==> config.mk <==
export PLATFORM = sky130hd
export DESIGN_NAME = iob_sipo_ctrl
export DESIGN_NICKNAME = d
export VERILOG_FILES = /design/src/rtl/iob_sipo_ctrl_pkg.sv /design/src/rtl/iob_reg.sv /design/src/rtl/iob_sipo_reg.sv /design/src/rtl/iob_sipo_ctrl.sv
export SDC_FILE = /design/constraint.sdc
export NUM_CORES = 1
export LEC_CHECK = 0
export ABC_CLOCK_PERIOD_IN_PS = 4160
export BUFFER_PORTS_ARGS = -buffer_cell sky130_fd_sc_hd__buf_2
export CAP_MARGIN = 10
export CORE_MARGIN = 3
export CORE_UTILIZATION = 57
export DETAILED_ROUTE_END_ITERATION = 6
export HOLD_SLACK_MARGIN = 0.05
export PLACE_DENSITY = 0.82
export SKIP_CTS_REPAIR_TIMING = 1
export SLEW_MARGIN = 20
export SYNTH_ARGS = -nofsm -noshare
export SYNTH_HDL_FRONTEND = slang
export SYNTH_SLANG_ARGS = --single-unit
==> constraint.sdc <==
create_clock -name clk_i -period 4.16 [get_ports clk_i]
set_input_delay 1.248 -clock clk_i [delete_from_list [all_inputs] [get_ports clk_i]]
set_output_delay 1.248 -clock clk_i [all_outputs]
set_load 0.02 [all_outputs]
==> src/rtl/iob_sipo_ctrl_pkg.sv <==
// ============================================================================
// Module      : iob_sipo_ctrl_pkg
// Description : Shared types and frame sizing for the SIPO word controller.
//               Optional feature macro: IOB_SIPO_CTRL_PARITY_EN.
// Revision    : 1.0 - initial release
// ============================================================================
`default_nettype none

package iob_sipo_ctrl_pkg;

    localparam int DATA_W_DEFAULT = 8;

`ifdef IOB_SIPO_CTRL_PARITY_EN
    localparam int PARITY_BITS = 1;
`else
    localparam int PARITY_BITS = 0;
`endif

    typedef enum logic [0:0] {
        SHIFT = 1'b0,
        FULL  = 1'b1
    } state_t;

    // Serial bits per frame: data bits plus the trailing parity bit, if any.
    function automatic int frame_len(input int data_w);
        return data_w + PARITY_BITS;
    endfunction

endpackage

`default_nettype wire

==> src/rtl/iob_reg.sv <==
// ============================================================================
// Module      : iob_reg
// Description : Clock-enabled register with asynchronous active-high reset.
// Revision    : 1.0 - initial release
// ============================================================================
`default_nettype none

module iob_reg #(
    parameter int                DATA_W  = 1,
    parameter logic [DATA_W-1:0] RST_VAL = '0
) (
    input  logic              clk_i,
    input  logic              cke_i,
    input  logic              arst_i,
    input  logic [DATA_W-1:0] data_i,
    output logic [DATA_W-1:0] data_o
);

    logic [DATA_W-1:0] data_q;

    always_ff @(posedge clk_i or posedge arst_i) begin
        if (arst_i) begin
            data_q <= RST_VAL;
        end else if (cke_i) begin
            data_q <= data_i;
        end
    end

    assign data_o = data_q;

endmodule

`default_nettype wire

==> src/rtl/iob_sipo_reg.sv <==
// ============================================================================
// Module      : iob_sipo_reg
// Description : Serial-in/parallel-out shift register, MSB-first, with a
//               synchronous clear that wins over a shift.
// Revision    : 1.0 - initial release
// ============================================================================
`default_nettype none

module iob_sipo_reg #(
    parameter int DATA_W = 8
) (
    input  logic              clk_i,
    input  logic              cke_i,
    input  logic              arst_i,
    input  logic              clr_i,
    input  logic              en_i,
    input  logic              s_i,
    output logic [DATA_W-1:0] p_o
);

    logic [DATA_W-1:0] sr_q;
    logic [DATA_W-1:0] sr_d;

    always_comb begin
        sr_d = sr_q;
        if (clr_i) begin
            sr_d = '0;
        end else if (en_i) begin
            sr_d = {sr_q[DATA_W-2:0], s_i};
        end
    end

    iob_reg #(
        .DATA_W  (DATA_W),
        .RST_VAL ('0)
    ) u_sr_reg (
        .clk_i  (clk_i),
        .cke_i  (cke_i),
        .arst_i (arst_i),
        .data_i (sr_d),
        .data_o (sr_q)
    );

    assign p_o = sr_q;

endmodule

`default_nettype wire

==> src/rtl/iob_sipo_ctrl.sv <==
// ============================================================================
// Module      : iob_sipo_ctrl
// Description : Frames a valid/ready bit stream into DATA_W-bit words held in
//               a one-entry output buffer. Optional trailing parity bit check
//               enabled by macro IOB_SIPO_CTRL_PARITY_EN.
// Revision    : 1.0 - initial release
// ============================================================================
`default_nettype none

module iob_sipo_ctrl
    import iob_sipo_ctrl_pkg::*;
#(
    parameter int  DATA_W     = DATA_W_DEFAULT,
    parameter int  ODD_PARITY = 0,
    localparam int CNT_W      = $clog2(DATA_W + 2)
) (
    input  logic              clk_i,
    input  logic              cke_i,
    input  logic              arst_i,
    input  logic              flush_i,
    input  logic              s_i,
    input  logic              s_valid_i,
    output logic              s_ready_o,
    output logic [DATA_W-1:0] p_o,
    output logic              p_valid_o,
`ifdef IOB_SIPO_CTRL_PARITY_EN
    output logic              p_par_err_o,
`endif
    input  logic              p_ready_i,
    output logic [CNT_W-1:0]  level_o
);

    localparam int               FRAME_LEN = frame_len(DATA_W);
    localparam logic [CNT_W-1:0] LAST_CNT  = CNT_W'(FRAME_LEN - 1);
    localparam logic [CNT_W-1:0] FULL_CNT  = CNT_W'(FRAME_LEN);

    if (DATA_W < 2 || ODD_PARITY < 0 || ODD_PARITY > 1) begin : g_bad_param
        $error("iob_sipo_ctrl: DATA_W must be >= 2 and ODD_PARITY 0 or 1");
    end

    state_t            state_q;
    state_t            state_d;
    logic [0:0]        state_raw_q;
    logic [CNT_W-1:0]  count_q;
    logic [CNT_W-1:0]  count_d;
    logic [DATA_W-1:0] p_q;
    logic [DATA_W-1:0] p_d;
    logic              p_valid_q;
    logic              p_valid_d;
    logic [DATA_W-1:0] sr_q;
    logic [DATA_W-1:0] word;
    logic              accept;
    logic              slot_free;
    logic              last_bit;
    logic              sr_en;

    assign s_ready_o = (state_q == SHIFT);
    assign accept    = s_valid_i & s_ready_o;
    assign slot_free = ~p_valid_q | p_ready_i;
    assign last_bit  = accept & (count_q == LAST_CNT);

`ifdef IOB_SIPO_CTRL_PARITY_EN
    localparam logic ODD_BIT = 1'(ODD_PARITY);

    logic par_q;
    logic par_d;
    logic par_err_q;
    logic par_err_d;

    // The parity bit is compared only; the data is already complete in sr.
    assign word  = sr_q;
    assign sr_en = accept & ~flush_i & (count_q < CNT_W'(DATA_W));
`else
    assign word  = {sr_q[DATA_W-2:0], s_i};
    assign sr_en = accept & ~flush_i;
`endif

    always_comb begin
        state_d   = state_q;
        count_d   = count_q;
        p_d       = p_q;
        p_valid_d = p_valid_q & ~p_ready_i;
`ifdef IOB_SIPO_CTRL_PARITY_EN
        par_d     = par_q;
        par_err_d = par_err_q;
`endif
        // Flush leaves the output buffer alone so its handshake still completes.
        if (flush_i) begin
            state_d = SHIFT;
            count_d = '0;
`ifdef IOB_SIPO_CTRL_PARITY_EN
            par_d   = 1'b0;
`endif
        end else if (state_q == FULL) begin
            if (slot_free) begin
                p_d       = sr_q;
                p_valid_d = 1'b1;
                count_d   = '0;
                state_d   = SHIFT;
`ifdef IOB_SIPO_CTRL_PARITY_EN
                par_err_d = par_q ^ ODD_BIT;
                par_d     = 1'b0;
`endif
            end
        end else if (accept) begin
            if (last_bit) begin
                if (slot_free) begin
                    p_d       = word;
                    p_valid_d = 1'b1;
                    count_d   = '0;
`ifdef IOB_SIPO_CTRL_PARITY_EN
                    par_err_d = par_q ^ s_i ^ ODD_BIT;
                    par_d     = 1'b0;
`endif
                end else begin
                    state_d = FULL;
                    count_d = FULL_CNT;
`ifdef IOB_SIPO_CTRL_PARITY_EN
                    par_d   = par_q ^ s_i;
`endif
                end
            end else begin
                count_d = count_q + CNT_W'(1);
`ifdef IOB_SIPO_CTRL_PARITY_EN
                par_d   = par_q ^ s_i;
`endif
            end
        end
    end

    iob_sipo_reg #(
        .DATA_W (DATA_W)
    ) u_sipo (
        .clk_i  (clk_i),
        .cke_i  (cke_i),
        .arst_i (arst_i),
        .clr_i  (flush_i),
        .en_i   (sr_en),
        .s_i    (s_i),
        .p_o    (sr_q)
    );

    iob_reg #(
        .DATA_W  (1),
        .RST_VAL (1'b0)
    ) u_state_reg (
        .clk_i  (clk_i),
        .cke_i  (cke_i),
        .arst_i (arst_i),
        .data_i (state_d),
        .data_o (state_raw_q)
    );

    assign state_q = state_t'(state_raw_q);

    iob_reg #(
        .DATA_W  (CNT_W),
        .RST_VAL ('0)
    ) u_count_reg (
        .clk_i  (clk_i),
        .cke_i  (cke_i),
        .arst_i (arst_i),
        .data_i (count_d),
        .data_o (count_q)
    );

    iob_reg #(
        .DATA_W  (DATA_W),
        .RST_VAL ('0)
    ) u_p_reg (
        .clk_i  (clk_i),
        .cke_i  (cke_i),
        .arst_i (arst_i),
        .data_i (p_d),
        .data_o (p_q)
    );

    iob_reg #(
        .DATA_W  (1),
        .RST_VAL (1'b0)
    ) u_p_valid_reg (
        .clk_i  (clk_i),
        .cke_i  (cke_i),
        .arst_i (arst_i),
        .data_i (p_valid_d),
        .data_o (p_valid_q)
    );

`ifdef IOB_SIPO_CTRL_PARITY_EN
    iob_reg #(
        .DATA_W  (1),
        .RST_VAL (1'b0)
    ) u_par_reg (
        .clk_i  (clk_i),
        .cke_i  (cke_i),
        .arst_i (arst_i),
        .data_i (par_d),
        .data_o (par_q)
    );

    iob_reg #(
        .DATA_W  (1),
        .RST_VAL (1'b0)
    ) u_par_err_reg (
        .clk_i  (clk_i),
        .cke_i  (cke_i),
        .arst_i (arst_i),
        .data_i (par_err_d),
        .data_o (par_err_q)
    );

    assign p_par_err_o = par_err_q;
`endif

    assign p_o       = p_q;
    assign p_valid_o = p_valid_q;
    assign level_o   = count_q;

endmodule

`default_nettype wire
# ---- Yosys cells after proc, flatten, opt, wreduce, memory -nomap -nowiden
# Index checks and enable logic that the tools add are counted.
dict set report totals {
  register_bits 22
  input_bits 7
  out_inout_bits 14
  word_cells 49
}
dict set report classes {
  n_addsub 1
  eq_ne 4
  n_mux 23
  bitwise_logic 9
  reduce_logical 7
}
# cell n
set ops {}
lappend ops {{8-bit two-way mux} 7}
lappend ops {{4-bit two-way mux} 6}
lappend ops {{1-bit two-way mux} 10}
lappend ops {{6-bit AND reduction} 1}
lappend ops {{2-bit nonzero test} 3}
lappend ops {{4-bit by 1-bit adder with 4-bit output (second input constant)} 1}
lappend ops {{1-bit bitwise AND} 4}
lappend ops {{4-bit by 3-bit == test with 1-bit output (second input constant)} 1}
lappend ops {{2-bit != test (second input constant)} 2}
lappend ops {{1-bit NOT} 4}
lappend ops {{3-bit != test (second input constant)} 1}
lappend ops {{3-bit AND reduction} 1}
lappend ops {{3-bit nonzero test} 1}
lappend ops {{2-bit AND reduction} 1}
lappend ops {{1-bit bitwise OR} 1}

# ---- Depth between registers and ports, before layout
# Gate-level depths: netlist of run 1.
dict set report logic_depth {
  ltp_word 7
  ltp_mapped 5
  ltp_nobuf 4
}

# ---- Modules after synthesis
# From an unflattened synthesis of run 1, not the netlist that was laid out.
dict set report unflattened {
  hier_cells 123
  area_unflattened_um2 1417.6
}
# module n_inst cells_each area_per_inst_um2 seq_area_each_um2
set modules_own_cells {}
lappend modules_own_cells {{iob_reg at u_p_reg ...} 2 18 335.3 200.2}
lappend modules_own_cells {iob_sipo_ctrl 1 54 385.4 0.0}
lappend modules_own_cells {{iob_reg at u_count_reg} 1 9 148.9 100.1}
lappend modules_own_cells {iob_sipo_reg 1 18 125.1 0.0}
lappend modules_own_cells {{iob_reg at u_p_valid_reg ...} 2 3 43.8 25.0}

# ---- Worst setup path before layout of run 1
# Ideal clock, no wire load.
dict set report synth_timing {
  path_type {input port to flip-flop}
  start {input cke_i}
  end {register u_p_reg.data_q[0], in the netlist u_p_reg.data_o[0]}
  setup_time_ns 0.125
  arrival_time_ns 2.123
  required_time_ns 4.035
  setup_slack_ns 1.912
  path_stages 4
  path_buffers 2
  path_cell_list {clkbuf_1 -> o2111a_1 -> buf_6 -> mux2_4}
}
dict set report synth_between {
  elab_chain_cells 1
}
# element line
set synth_lines {}
lappend synth_lines {{from (decl)} iob_sipo_ctrl.sv:18} ;# input logic cke_i,
lappend synth_lines {{6-bit AND reduction (no line)} -}
lappend synth_lines {{to (signal assigned)} iob_reg.sv:25} ;# data_q <= data_i;
lappend synth_lines {{to (decl)} iob_reg.sv:19} ;# logic [DATA_W-1:0] data_q;
# Every way passes these cells.
# A chain may end at the register's enable or synchronous reset.

# ---- Final worst setup path of run 1
dict set report layout_timing {
  start {register u_state_reg.data_q, in the netlist u_state_reg.data_o}
  end {output s_ready_o}
}
dict set report layout_between {
  elab_chain_cells 1
}
# element line
set layout_lines {}
lappend layout_lines {{from (decl)} iob_reg.sv:19}
lappend layout_lines {{from (signal assigned)} iob_reg.sv:25}
lappend layout_lines {{1-bit NOT} iob_sipo_ctrl.sv:57} ;# assign s_ready_o = (state_q == SHIFT);
lappend layout_lines {{to (decl)} iob_sipo_ctrl.sv:23} ;# output logic s_ready_o,
# Every way passes these cells.

==> run_results.csv, run 1 <==
group,metric,value,unit
yosys,syn_inst,83,
grt,grt_start_max_net_pins,23,
route,firstDrtPassIters,4,
power_and_ir_drop,ir_drop,277,uV
grt,grt.overflow.total,0,
route,dr.first_iter.drc_count,14,
timing,tns,0,ns
worst_setup_path,r2r_slack,2.27,ns
clock_tree,path_clk_slew,0.13,ns
cells_and_area,nNetsFinal,111,
cells_and_area,drive_gt1_frac,0.431,
yosys,synthArstFlopShare,1.00,
cells_and_area,final_common_cell,"dfrtp_1",
placed_design,place_area,0.00119,sq mm
placed_design,place.gp.congestion,0.831,
clock_tree,numCtsBuffers,3,
die,die_x,49.7,microns
timing,setup_viol,0,
yosys,ys_ff_latch,22,
clock_tree,cts.sinks,22,
yosys,synth_cell_types,30,
power_and_ir_drop,total_power,431,uW
worst_setup_path,endpoint_kind,"output port",
timing,slew_violations,0,
cells_and_area,antennaDiodeCount,0,
worst_hold_path,hp-start,"u_sipo.u_sr_reg.data_o[7]",
worst_setup_path,reg2reg_from,"u_count_reg.data_o[0]",
timing,min_period,2.57,ns
cells_and_area,seq_area,551,sq um
cells_and_area,fin_cells,127,
die,core_area,0.00176,sq mm
grt,antenna_found_initial,0,
timing,finClkSkew,0.00910,ns
yosys,yosys.area_share.adder,0.0115,
cells_and_area,num-fill-cells,135,
timing,hold_viol,0,
yosys,synth_nets,91,
worst_setup_path,startpoint,"u_state_reg.data_o",
worst_setup_path,crit_fanout,17,
placed_design,dp_cells,123,
route,drc,0,
route,ant_nets,0,
route,routed_via_density,5.72,
timing,tightest_slew,0.803,ns
grt,grt_pass1_vias,723,
yosys,synth_top_family_by_area,"multiplexers",
clock_tree,htreeDepth,1,
clock_tree,clockRootBuffer,"clkbuf_4",
clock_tree,clk_latency,0.31,ns
yosys,yosys_warnings,0,
clock_tree,clockBufferDepth,2,
worst_hold_path,worstHoldPathType,"reg -> reg",
flow_run,drv_cap,0,
yosys,synth_area_per_cell,13.1,sq um
yosys,syn-cell-area,0.00109,sq mm
cells_and_area,final_cell_mix,"dfrtp_1 (22), buf_2 (20), a22o_1 (9)",
die,rows,15,
timing,maxSlewHeadroom,0.464,
yosys,synth_top_cell_by_area,"dfrtp_1",
yosys,synthXorXnorAreaFrac,0,
placed_design,dp_slack,1.54,ns
timing,min_period_over_period,0.618,
route,drt-total-wl,2.04,mm
die,ios,21,
clock_tree,cts_tree,"built",
yosys,yosys.area_share.simple,0.0827,
cells_and_area,multi_input_area,498,sq um
yosys,synth-compound-area-share,0.170,
status,outcome,"finished clean",
power_and_ir_drop,p_per_area,346,mW/mm^2
yosys,ys_seq_area_frac,0.505,
die,fp.dieH,49.7,microns
placed_design,port_buffers,20,
route,num_vias,727,
yosys,yosys.area.top_type_share,0.505,
timing,rsz0062_at_grt,"no",
placed_design,dp_hpwl,1.39,mm
yosys,synthMuxAreaShare,0.193,
timing,fmax,389,MHz
cells_and_area,area_delta_synth_final,14.1,%
yosys,synth-main-ff-cell,"dfrtp_1",
die,floorplan.initialDensity,0.618,
worst_setup_path,cp_data_arrival_time,1.32,ns
worst_setup_path,critPathLaunchType,"flip-flop",
power_and_ir_drop,p_leak,0.626,nW
timing,worst_slack,1.59,ns
yosys,synth_edf_count,0,
yosys,synthTopCellsByArea,"dfrtp_1 (51%), mux2_4 (11%), mux2_2 (8.3%)",
grt,grt_pass1_wl,3.39,mm
worst_setup_path,path_class,"reg -> out",
worst_setup_path,cp.required,2.91,ns
route,post_drt_wl_per_cell,16.1,microns
cells_and_area,postLayoutCellArea,0.00124,sq mm
die,dieArea,0.00247,sq mm
grt,grt_use_total,0.184,
[per-layer routing]
metal | wire [microns] | track usage
met5 | 0 | 0
met4 | 46 | 0.0968
met3 | 78 | 0.0423
met2 | 960 | 0.289
met1 | 958 | 0.235
[where the power goes]
part / switching [mW] / internal (mW)
clock network: 0.0648 / 0.0974
registers: 0.00929 / 0.220
logic: 0.0233 / 0.0162
total: 0.0974 / 0.333
[stage by stage]
step                      hold slack (ns)  utilization
final                               0.521        0.705
after global routing                0.541        0.705
after CTS                           0.526        0.705
after detailed placement            0.493        0.675
after global placement              0.481        0.675
after floorplan                     0.460            -
[worst max-delay path: stages (launching register included)]
cell,delay (ns)
dfrtp_1,0.73
inv_1,0.11
buf_2,0.18
[synthesized netlist by cell type, types with 2 or more instances]
| master | instances |
|---|---|
| o2bb2ai_1 | 2 |
| a22o_1 | 9 |
| buf_2 | 3 |
| inv_1 | 3 |
| dfrtp_1 | 22 |
| mux2_4 | 8 |
| nor2_1 | 2 |
| mux2_2 | 8 |
| a21oi_1 | 3 |
| nand2b_1 | 3 |
[flip-flops by register name (all words and copies together), names as in the netlist]
register and flops:
u_p_reg.data_o 8, u_sipo.u_sr_reg.data_o 8, u_count_reg.data_o 4, u_p_valid_reg.data_o 1
u_state_reg.data_o 1
[final timing paths]
kind	depth (start not counted)	endpoint
min in group asynchronous	2	u_p_reg.data_o[6]
setup / recovery	2	s_ready_o
setup reg to reg	4	u_p_reg.data_o[0]
max in group asynchronous	2	u_sipo.u_sr_reg.data_o[4]
hold reg to reg	1	u_sipo.u_sr_reg.data_o[7]
hold / removal	1	u_sipo.u_sr_reg.data_o[7]
[kinds of logic (layout without fill, tap and decap cells)]
group / count (synthesis) / after routing
flip-flops: 22 / 22
buffers and inverters: 8 / 27
adder cells (fa/ha/maj): 1 / 1
AO/OA/AOI/OAI: 23 / 23
AND/OR/NAND/NOR: 13 / 13
multiplexers: 16 / 16
[cell type report]
cell class                 count  area share
sequential                    22       0.443
multi-input combinational     53       0.400
timing repair buffer          20      0.0805
tap                           25      0.0252
clock inverter                 1      0.0241
clock buffer                   3      0.0181
inverter                       3     0.00905
Power figures use the tool's default switching activity.
==> run 2, diff against run 1 <==
Settings changed: ABC_CLOCK_PERIOD_IN_PS 4160 to 2100, CORE_UTILIZATION 57 to 48, PLACE_DENSITY 0.82 to 0.74.
Clock period 4.16 ns to 2.1 ns, I/O delays scaled along.
==> run_results.csv, run 2 (synthesized netlist as in run 1, its figures left out) <==
group,metric,value,unit
placed_design,dp_hpwl,1.36,mm
grt,grt_busiest_layer,"met2",
die,die_x,53.7,microns
die,core_area,0.00206,sq mm
clock_tree,clockRootBuffer,"clkbuf_4",
worst_setup_path,path_cells,"inv_1 -> buf_2",
worst_setup_path,rr_endpoint,"u_p_reg.data_o[1]",
placed_design,dp_slack,0.279,ns
die,dieArea,0.00288,sq mm
worst_setup_path,cp.required,1.47,ns
grt,antenna_found_initial,0,
cells_and_area,final_common_cell,"dfrtp_1",
power_and_ir_drop,p_per_area,578,mW/mm^2
timing,min_period,1.95,ns
die,floorplan.initialDensity,0.529,
timing,tns,0,ns
route,num_vias,748,
timing,slew_violations,0,
worst_setup_path,r2r_slack,0.37,ns
worst_setup_path,crit_buf_inv,2,
timing,rsz0062_at_grt,"no",
route,dr.first_iter.drc_count,12,
worst_setup_path,cp_data_arrival_time,1.32,ns
cells_and_area,final_cell_mix,"dfrtp_1 (22), buf_2 (20), a22o_1 (9)",
timing,min_period_over_period,0.927,
grt,met3_usage,0.0249,
worst_setup_path,cp_slowest_cell,"dfrtp_1",
clock_tree,cts.sinks,22,
clock_tree,clk_latency,0.29,ns
timing,holdWs,0.347,ns
grt,grt_use_total,0.154,
grt,grt_start_max_net_pins,23,
route,post_drt_wl_per_cell,15.0,microns
placed_design,place.gp.congestion,0.704,
timing,setup_viol,0,
clock_tree,numCtsBuffers,3,
worst_setup_path,critPathTopFamily,"flip-flops",
power_and_ir_drop,ir_drop,306,uV
clock_tree,path_clk_slew,0.11,ns
timing,fmax,514,MHz
worst_setup_path,reg2reg_from,"u_count_reg.data_o[0]",
flow_run,drv_cap,0,
grt,grt_util_met2,0.259,
die,rows,16,
grt,grt_pass1_vias,724,
status,outcome,"finished clean",
route,ant_nets,0,
timing,finClkSkew,0.00428,ns
cells_and_area,postLayoutCellArea,0.00124,sq mm
worst_setup_path,endpoint_kind,"output port",
timing,maxSlewHeadroom,0.623,
clock_tree,htreeDepth,1,
cells_and_area,antennaDiodeCount,0,
grt,grt.overflow.total,0,
grt,grt_use_met1,0.208,
route,routed_via_density,5.71,
worst_setup_path,crit_fanout,17,
clock_tree,cts_tree,"built",
route,drc,0,
worst_setup_path,critPathLaunchType,"flip-flop",
die,fp.dieH,53.7,microns
placed_design,place_area,0.00122,sq mm
cells_and_area,drive_gt1_frac,0.442,
grt,grt_pass1_wl,3.28,mm
route,firstDrtPassIters,4,
die,ios,21,
worst_setup_path,path_class,"reg -> out",
power_and_ir_drop,p_leak,0.627,nW
worst_setup_path,max_stage_delay,0.72,ns
timing,hold_viol,0,
timing,worst_slack,0.153,ns
cells_and_area,nNetsFinal,114,
worst_hold_path,worstHoldPathType,"in -> async",
clock_tree,clockBufferDepth,2,
worst_setup_path,r2r_cells,5,
route,drt-total-wl,1.97,mm
timing,tightest_slew,0.565,ns
placed_design,port_buffers,20,
cells_and_area,area_delta_synth_final,13.7,%
==> run 2: final cells by class <==
class	instances	area [sq um]
Clock buffer	3	22.5
Fill cell	188	823
Inverter	3	11.3
Multi-Input combinational cell	53	498
Sequential cell	22	551
Tap cell	27	33.8
Timing Repair Buffer	23	123
==> run 2: worst max-delay path by stage <==
stage | start | to | slack [ns] | cells past startpoint
floorplan | u_count_reg.data_o[0] | u_p_reg.data_o[0] | 0.40 | 5
CTS | u_state_reg.data_o | s_ready_o | 0.16 | 2
global placement | s_valid_i | u_p_reg.data_o[2] | 0.29 | 5
global route | u_state_reg.data_o | s_ready_o | 0.07 | 2
finish | u_state_reg.data_o | s_ready_o | 0.15 | 2
detailed placement | s_valid_i | u_p_reg.data_o[1] | 0.28 | 5
==> run 2: power by group <==
part | leakage (nW) | switching, mW | internal, mW | total (mW)
clock | 0.0138 | 0.115 | 0.0666 | 0.181
sequential | 0.305 | 0.0183 | 0.435 | 0.454
combinational | 0.308 | 0.0463 | 0.0351 | 0.0814
total | 0.627 | 0.179 | 0.537 | 0.716
==> run 2: routing by layer <==
layer,share of wire,vias to the layer above,wire length [microns]
met5,0,-,0
met4,0.0046,0,9
met2,0.47,18,925
met3,0.051,2,100
li1,-,359,-
met1,0.47,369,934
==> run 2: tightest hold or removal path, stage by stage <==
cell   delay (ns)
buf_2        0.09
inv_1        0.04
buf_4        0.28
==> run 2: through the flow <==
stage | std cells | util | power (mW)
finish | 131 | 0.601 | 0.716
global route | 131 | 0.601 | 0.749
CTS | 131 | 0.601 | 0.725
detailed placement | 128 | 0.590 | 0.543
global placement | 128 | 0.590 | 0.540
floorplan | 83 | - | 0.511
